`config.mk`:
```
export PLATFORM = sky130hd
export DESIGN_NAME = conv_pe_mac
export DESIGN_NICKNAME = d
export VERILOG_FILES = /design/src/rtl/pe_pkg.sv /design/src/rtl/pe_adder_tree.sv /design/src/rtl/conv_pe_mac.sv
export SDC_FILE = /design/constraint.sdc
export NUM_CORES = 2
export LEC_CHECK = 0
export CAP_MARGIN = 25
export CORE_ASPECT_RATIO = 1.2
export CORE_MARGIN = 3
export CORE_UTILIZATION = 60
export CTS_BUF_LIST = sky130_fd_sc_hd__clkbuf_2 sky130_fd_sc_hd__clkbuf_4 sky130_fd_sc_hd__clkbuf_8
export CTS_CLUSTER_SIZE = 40
export DETAILED_ROUTE_END_ITERATION = 7
export GPL_TIMING_DRIVEN = 0
export PLACE_DENSITY = 0.8
export SLEW_MARGIN = 20
export SYNTH_ARGS = -nofsm -noshare
export SYNTH_HDL_FRONTEND = slang
export SYNTH_HIERARCHICAL = 1
export SYNTH_SLANG_ARGS = --single-unit
```
`constraint.sdc`:
```
create_clock -name clk -period 5.5 [get_ports clk]
set_clock_uncertainty 0.05 [all_clocks]
set_input_delay 1.1 -clock clk [delete_from_list [all_inputs] [get_ports clk]]
set_output_delay 1.1 -clock clk [all_outputs]
set_load 0.05 [all_outputs]
```
`src/rtl/pe_pkg.sv`:
```
// Shared widths, constants and saturating arithmetic for the convolution PE MAC.
// The default-configuration constants mirror the top-level parameter defaults.
package pe_pkg;

  localparam int DEF_DATA_W = 9;
  localparam int DEF_COEF_W = 16;
  localparam int DEF_TAPS   = 9;
  localparam int DEF_ACC_W  = 32;

  // Ceiling log2; clog2(1) = 0.
  function automatic int clog2(input int v);
    int r;
    r = 0;
    for (int i = 0; i < 31; i++) begin
      if ((1 << i) < v) begin
        r = i + 1;
      end
    end
    return r;
  endfunction

  localparam int PROD_W = DEF_DATA_W + DEF_COEF_W;
  localparam int TREE_W = PROD_W + clog2(DEF_TAPS);

  localparam logic signed [63:0] ACC_MAX = (64'sd1 <<< (DEF_ACC_W - 1)) - 64'sd1;
  localparam logic signed [63:0] ACC_MIN = -(64'sd1 <<< (DEF_ACC_W - 1));

  typedef struct packed {
    logic               ovf;
    logic signed [63:0] val;
  } sat_res_t;

  function automatic logic signed [63:0] acc_max(input int w);
    if (w == DEF_ACC_W) begin
      return ACC_MAX;
    end else begin
      return (64'sd1 <<< (w - 1)) - 64'sd1;
    end
  endfunction

  function automatic logic signed [63:0] acc_min(input int w);
    if (w == DEF_ACC_W) begin
      return ACC_MIN;
    end else begin
      return -(64'sd1 <<< (w - 1));
    end
  endfunction

  // Signed add of two sign-extended operands, clamped to a w-bit signed range.
  function automatic sat_res_t sat_add(input logic signed [63:0] a,
                                       input logic signed [63:0] b,
                                       input int                 w);
    logic signed [64:0] s;
    logic signed [64:0] hi;
    logic signed [64:0] lo;
    sat_res_t           r;
    hi = 65'(acc_max(w));
    lo = 65'(acc_min(w));
    s  = 65'(a) + 65'(b);
    if (s > hi) begin
      r.ovf = 1'b1;
      r.val = acc_max(w);
    end else if (s < lo) begin
      r.ovf = 1'b1;
      r.val = acc_min(w);
    end else begin
      r.ovf = 1'b0;
      r.val = s[63:0];
    end
    return r;
  endfunction

endpackage

```
`src/rtl/pe_adder_tree.sv`:
```
// Registered pairwise reduction of N signed products into one OUT_W sum.
// The tree is combinational; a single register level sits at its root.
module pe_adder_tree
  import pe_pkg::*;
#(
  parameter int N     = DEF_TAPS,
  parameter int IN_W  = PROD_W,
  parameter int OUT_W = TREE_W
) (
  input  logic                    clk,
  input  logic                    rst_n,
  input  logic                    i_valid,
  input  logic                    i_first,
  input  logic                    i_last,
  input  logic [N*IN_W-1:0]       i_data,
  output logic                    o_valid,
  output logic                    o_first,
  output logic                    o_last,
  output logic signed [OUT_W-1:0] o_sum
);

  localparam int LV = clog2(N);
  localparam int NP = 1 << LV;

  // Level 0 holds the sign-extended leaves padded with zeros up to a power of two.
  for (genvar l = 0; l <= LV; l++) begin : g_lvl
    logic signed [OUT_W-1:0] w_node [NP >> l];
    for (genvar j = 0; j < (NP >> l); j++) begin : g_node
      if (l == 0) begin : g_leaf
        if (j < N) begin : g_in
          assign w_node[j] = OUT_W'($signed(i_data[j*IN_W +: IN_W]));
        end else begin : g_pad
          assign w_node[j] = '0;
        end
      end else begin : g_add
        assign w_node[j] = g_lvl[l-1].w_node[2*j] + g_lvl[l-1].w_node[2*j+1];
      end
    end
  end

  always_ff @(posedge clk or negedge rst_n) begin
    if (!rst_n) begin
      o_valid <= 1'b0;
      o_first <= 1'b0;
      o_last  <= 1'b0;
      o_sum   <= '0;
    end else begin
      o_valid <= i_valid;
      o_first <= i_first;
      o_last  <= i_last;
      if (i_valid) begin
        o_sum <= g_lvl[LV].w_node[0];
      end
    end
  end

endmodule

```
`src/rtl/conv_pe_mac.sv`:
```
// Convolution PE: serially loaded kernel, window multiply, registered adder tree,
// saturating channel accumulator. Define PE_RELU_EN to clamp emitted results at zero.
module conv_pe_mac
  import pe_pkg::*;
#(
  parameter int DATA_W = DEF_DATA_W,
  parameter int COEF_W = DEF_COEF_W,
  parameter int TAPS   = DEF_TAPS,
  parameter int ACC_W  = DEF_ACC_W
) (
  input  logic                     clk,
  input  logic                     rst_n,
  input  logic                     kernel_load_valid,
  input  logic [COEF_W-1:0]        kernel_data,
  output logic                     kernel_loaded,
  input  logic                     win_valid,
  output logic                     win_ready,
  input  logic                     win_first,
  input  logic                     win_last,
  input  logic [TAPS*DATA_W-1:0]   win_data,
  output logic                     acc_valid,
  output logic [ACC_W-1:0]         acc_data,
  output logic                     acc_sat
);

  localparam int P_W   = DATA_W + COEF_W;
  localparam int IDX_W = (TAPS > 1) ? clog2(TAPS) : 1;

  logic signed [COEF_W-1:0] r_kernel [TAPS];
  logic [IDX_W-1:0]         r_kidx;
  logic                     r_loaded;
  logic                     w_accept;

  logic [TAPS*P_W-1:0]      r_prod;
  logic                     r_s1_valid;
  logic                     r_s1_first;
  logic                     r_s1_last;

  logic signed [ACC_W-1:0]  w_sum;
  logic                     w_s2_valid;
  logic                     w_s2_first;
  logic                     w_s2_last;

  logic signed [ACC_W-1:0]  r_acc;
  logic                     r_sat;
  logic signed [ACC_W-1:0]  w_base;
  logic                     w_sat_base;
  sat_res_t                 w_add;
  logic signed [ACC_W-1:0]  w_res;
  logic                     w_sat_new;
  logic signed [ACC_W-1:0]  w_out;

  assign kernel_loaded = r_loaded;
  assign win_ready     = r_loaded & ~kernel_load_valid;
  assign w_accept      = win_valid & win_ready;

  // Kernel storage; the first beat of a load invalidates the resident kernel.
  always_ff @(posedge clk or negedge rst_n) begin
    if (!rst_n) begin
      for (int i = 0; i < TAPS; i++) begin
        r_kernel[i] <= '0;
      end
      r_kidx   <= '0;
      r_loaded <= 1'b0;
    end else if (kernel_load_valid) begin
      r_kernel[r_kidx] <= kernel_data;
      if (r_kidx == IDX_W'(TAPS - 1)) begin
        r_kidx   <= '0;
        r_loaded <= 1'b1;
      end else begin
        r_kidx <= r_kidx + IDX_W'(1);
        if (r_kidx == '0) begin
          r_loaded <= 1'b0;
        end
      end
    end
  end

  // Products are formed at acceptance, so a later reload cannot reach in-flight windows.
  always_ff @(posedge clk or negedge rst_n) begin
    if (!rst_n) begin
      r_prod     <= '0;
      r_s1_valid <= 1'b0;
      r_s1_first <= 1'b0;
      r_s1_last  <= 1'b0;
    end else begin
      r_s1_valid <= w_accept;
      r_s1_first <= win_first;
      r_s1_last  <= win_last;
      if (w_accept) begin
        for (int i = 0; i < TAPS; i++) begin
          r_prod[i*P_W +: P_W] <= P_W'($signed(win_data[i*DATA_W +: DATA_W]) * r_kernel[i]);
        end
      end
    end
  end

  pe_adder_tree #(
    .N     (TAPS),
    .IN_W  (P_W),
    .OUT_W (ACC_W)
  ) u_tree (
    .clk     (clk),
    .rst_n   (rst_n),
    .i_valid (r_s1_valid),
    .i_first (r_s1_first),
    .i_last  (r_s1_last),
    .i_data  (r_prod),
    .o_valid (w_s2_valid),
    .o_first (w_s2_first),
    .o_last  (w_s2_last),
    .o_sum   (w_sum)
  );

  // Accumulate step: a first channel restarts both the sum and the sticky flag.
  always_comb begin
    w_base     = r_acc;
    w_sat_base = r_sat;
    if (w_s2_first) begin
      w_base     = '0;
      w_sat_base = 1'b0;
    end else begin
      w_base     = r_acc;
      w_sat_base = r_sat;
    end
    w_add     = sat_add(64'(w_base), 64'(w_sum), ACC_W);
    w_res     = ACC_W'(w_add.val);
    w_sat_new = w_sat_base | w_add.ovf;
`ifdef PE_RELU_EN
    w_out = w_res[ACC_W-1] ? '0 : w_res;
`else
    w_out = w_res;
`endif
  end

  // Emitting a result zeroes the accumulator so a stray non-first window starts fresh.
  always_ff @(posedge clk or negedge rst_n) begin
    if (!rst_n) begin
      r_acc     <= '0;
      r_sat     <= 1'b0;
      acc_valid <= 1'b0;
      acc_data  <= '0;
      acc_sat   <= 1'b0;
    end else if (w_s2_valid) begin
      if (w_s2_last) begin
        r_acc     <= '0;
        r_sat     <= 1'b0;
        acc_valid <= 1'b1;
        acc_data  <= w_out;
        acc_sat   <= w_sat_new;
      end else begin
        r_acc     <= w_res;
        r_sat     <= w_sat_new;
        acc_valid <= 1'b0;
      end
    end else begin
      acc_valid <= 1'b0;
    end
  end

endmodule
```
==> impl_metrics.ini <==
[outcome]
status = finished with violations
violations = negative setup slack

[global_route]
grtUsageTotal_pct = 33.4
grt_pass1_vias = 55400
antenna_found_initial = 12
grt_max_degree = 97
grt_pass1_wl_um = 306000
grt_overflow = 0

[clock_network]
cts_num_sinks = 476
clk_latency_ns = 0.78
tritoncts.num_buffers = 89
root_buffer = clkbuf_8
cts_buffer_depth = 3
cts_tree = built
cts.reportedPaths.clkPinSlew_ns = 0.06
cts_max_level = 3

[timing]
fin_crit_ns = 5.59
fin_hold_ws_ns = 0.270
worst_slack_ns = -0.0857
max_freq_mhz = 179
finalSetupViolCount = 2
worst-slew-pin-transition_ns = 1.18
finalHoldViolCount = 0
slew_headroom_pct = 21.3
final-max-slew-violation-count = 0
rsz0062_at_grt = yes
finalCritPeriodShare_pct = 102

[layout]
drive_gt1_share_pct = 14.0
num-fill-cells = 8399
syn_to_final_growth_pct = 12.1
nets = 9342
fin_cells = 9041

[setup_path]
critPathLaunchType = primary input
path_delay_family = adder cells
end_kind = flop
critPathBufInv = 5
max_stage_delay_ns = 0.57
worstReg2RegStart = r_kernel[113]
cp_max_fo = 7
r2r_slack_ns = -0.04
reg2reg_to = r_prod[48]
worstPathRequired_ns = 6.10
crit_chain = buf_8 -> clkbuf_16 -> nand2_2 -> fa_1 -> inv_2 -> fa_1 -> inv_2 -> fa_2 -> inv_1 -> fa_2 -> ha_1 -> ha_4 -> nor2b_1 -> o31a_1 -> o211ai_1 -> a41oi_2 -> o2111ai_2 -> a311oi_2 -> a211oi_2 -> xor2_2 -> o21ai_1
cpMaxStageDelayCell = fa_2
rr_worst_depth = 17
arrival_ns = 6.18
worstSetupPathType = primary input to flop

[die]
die_w_um = 316
die_h_um = 378
start_util_pct = 60.9
die-area_sq_um = 120000
fp.coreArea_sq_um = 114000
num_rows = 135
ios = 139

[hold_path]
min_path_type = primary input to async pin

[synthesis]
syn_inst = 7160
yosys_register_bits = 476
ys.flop_type = dfrtp_1
async_reset_ff_share_pct = 100
yosysUniqueCellTypes = 91
synth_edf_count = 0
yosysWarnings = 6
syn-mean-instance-area_sq_um = 9.67
synth_nets = 9046
yosysSeqAreaShare_pct = 17.2
syn_area_sq_um = 69200

[placement]
dpl.hpwl_um = 156000
dp.cells = 8816
port_buffers = 138
gp_congestion = 0.989

[route]
vias_per_cell = 5.81
drtIter0Drc = 4263
dr.pass1.iters = 6
post_drt_wl_per_cell_um = 21.7
vias = 52600
drc = 0
wl_um = 196000
ant_nets = 0

[job]
cap_violations = 0
[kinds of logic (layout without fill, tap and decap cells)]
family                     count (synthesis)  count (layout)  share of synthesized area (%)
other                                      0              10                              0
and+or+nand+nor                         2203            2203                           15.6
muxes                                    180             180                           2.92
DFF                                      476             476                           17.2
xor gates and xnor gates                 247             247                           3.13
buffers and inverters                   1485            1849                           8.13
adders and majority gates               1783            1783                           45.8
AOI/OAI and AO/OA                        786             786                           7.28
[final cells by class]
type | count | area [sq um] | share of cell area (%)
diodes | 10 | 25.0 | 0.0323
plain buffers | 229 | 1620 | 2.08
clock buffers | 124 | 1580 | 2.04
clock inverters | 35 | 407 | 0.524
inverters | 1153 | 4330 | 5.58
multi-input cells | 5199 | 53100 | 68.4
flip-flops and latches | 476 | 12000 | 15.4
well taps | 1507 | 1890 | 2.43
repair buffers | 308 | 2700 | 3.48
[synthesized netlist by cell type (11+ instances only)]
cell	count	area share (%)
inv_1	1153	6.3
and3_1	25	0.23
nor3_1	52	0.38
nand4_1	19	0.17
o21ai_1	16	0.12
nand2_1	943	5.1
clkbuf_1	284	1.5
xnor2_1	154	1.9
dfrtp_1	476	17
or3_1	23	0.21
nand2b_1	58	0.52
and2_1	677	6.1
a211oi_1	34	0.37
o21bai_1	20	0.22
a21o_1	70	0.76
nand3_1	67	0.48
o211ai_1	16	0.17
nor2b_1	52	0.47
nor2_1	235	1.3
fa_1	1250	36
ha_1	533	9.6
o31ai_1	33	0.36
a21oi_1	171	1.2
a31oi_1	23	0.21
o21a_1	20	0.22
xor2_1	93	1.2
o21ai_0	254	1.8
mux2_2	172	2.8
o221ai_1	18	0.23
a21oi_2	15	0.19
buf_1	24	0.13
buf_2	14	0.10
nand3b_1	11	0.12
a211o_1	11	0.14
[sequential cells by signal, indices dropped and copies added (netlist names)]
| name | cells |
|---|---|
| r_kernel | 144 |
| r_s1_valid | 1 |
| u_tree/o_sum | 29 |
| kernel_loaded | 1 |
| u_tree/o_last | 1 |
| r_acc | 32 |
| u_tree/o_valid | 1 |
| r_prod | 225 |
| acc_sat | 1 |
| acc_data | 32 |
| r_sat | 1 |
| acc_valid | 1 |
| u_tree/o_first | 1 |
| r_kidx | 4 |
| r_s1_last | 1 |
| r_s1_first | 1 |
[worst reg2reg max path, stage by stage, from the launching register on]
cell and delay (ns):
dfrtp_1 0.54, nand2_1 0.12, fa_1 0.48, fa_1 0.52, inv_1 0.05, fa_1 0.55
fa_1 0.46, fa_1 0.49, ha_1 0.41, o21a_1 0.15, o31a_1 0.13, o211ai_1 0.25
a41oi_2 0.18, o2111ai_2 0.27, a311oi_2 0.14, a211oi_2 0.24, xor2_2 0.28, o21ai_1 0.09
[per-layer routing]
metal,track usage [%],routed length (um),up-vias
met2,53.9,93600,2334
li1,-,-,22800
met5,0,0,-
met1,42.8,73100,26800
met3,6.40,16300,625
met4,17.7,13100,0
[how the worst max path moves through the flow]
stage	from	endpoint	slack (ns)	cells after the start
final	win_data[11]	r_prod[48]	-0.09	21
after global placement	rst_n	r_kernel[125]	-18.22	1
after CTS	win_data[41]	r_prod[122]	-0.07	20
after global routing	win_data[9]	r_prod[48]	-0.21	21
after floorplan	win_data[22]	r_prod[74]	-0.34	19
after detailed placement	win_data[36]	r_prod[122]	-1.92	19
[layout by cell type, fill, tap and decap left out, types with 151 or more instances in the layout]
cell type,n
fa_1,1225
a21oi_1,151
o21ai_0,206
nor2_1,233
and2_1,654
nand2_1,934
inv_1,1135
ha_1,497
dfrtp_1,416
buf_4,175
mux2_2,171
[per-stage QoR]
| stage | utilization [%] | cell area (sq um) | setup TNS, ns | worst slack [ns] |
|---|---|---|---|---|
| 3_3_place_gp | 64.5 | 73300 | -8768.47 | -18.22 |
| 4_1_cts | 67.1 | 76200 | -0.0826 | -0.0741 |
| 6_report | 68.3 | 77600 | -0.117 | -0.0857 |
| 3_5_place_dp | 64.7 | 73500 | -174.34 | -1.92 |
| 2_1_floorplan | - | 70100 | -5.12 | -0.341 |
| 5_1_grt | 68.2 | 77600 | -1.45 | -0.213 |
[what timing repair did]
action	CTS	global route
hold endpoints to repair	0	0
gates resized for setup	544	353
cloned	1	3
setup buffers	51	103
hold buffers	0	0
endpoints found under the setup margin	118	66
pin swaps	76	145
Power is not shown: default switching activity piles up to over one toggle a cycle in this logic, so the estimate is an artifact.
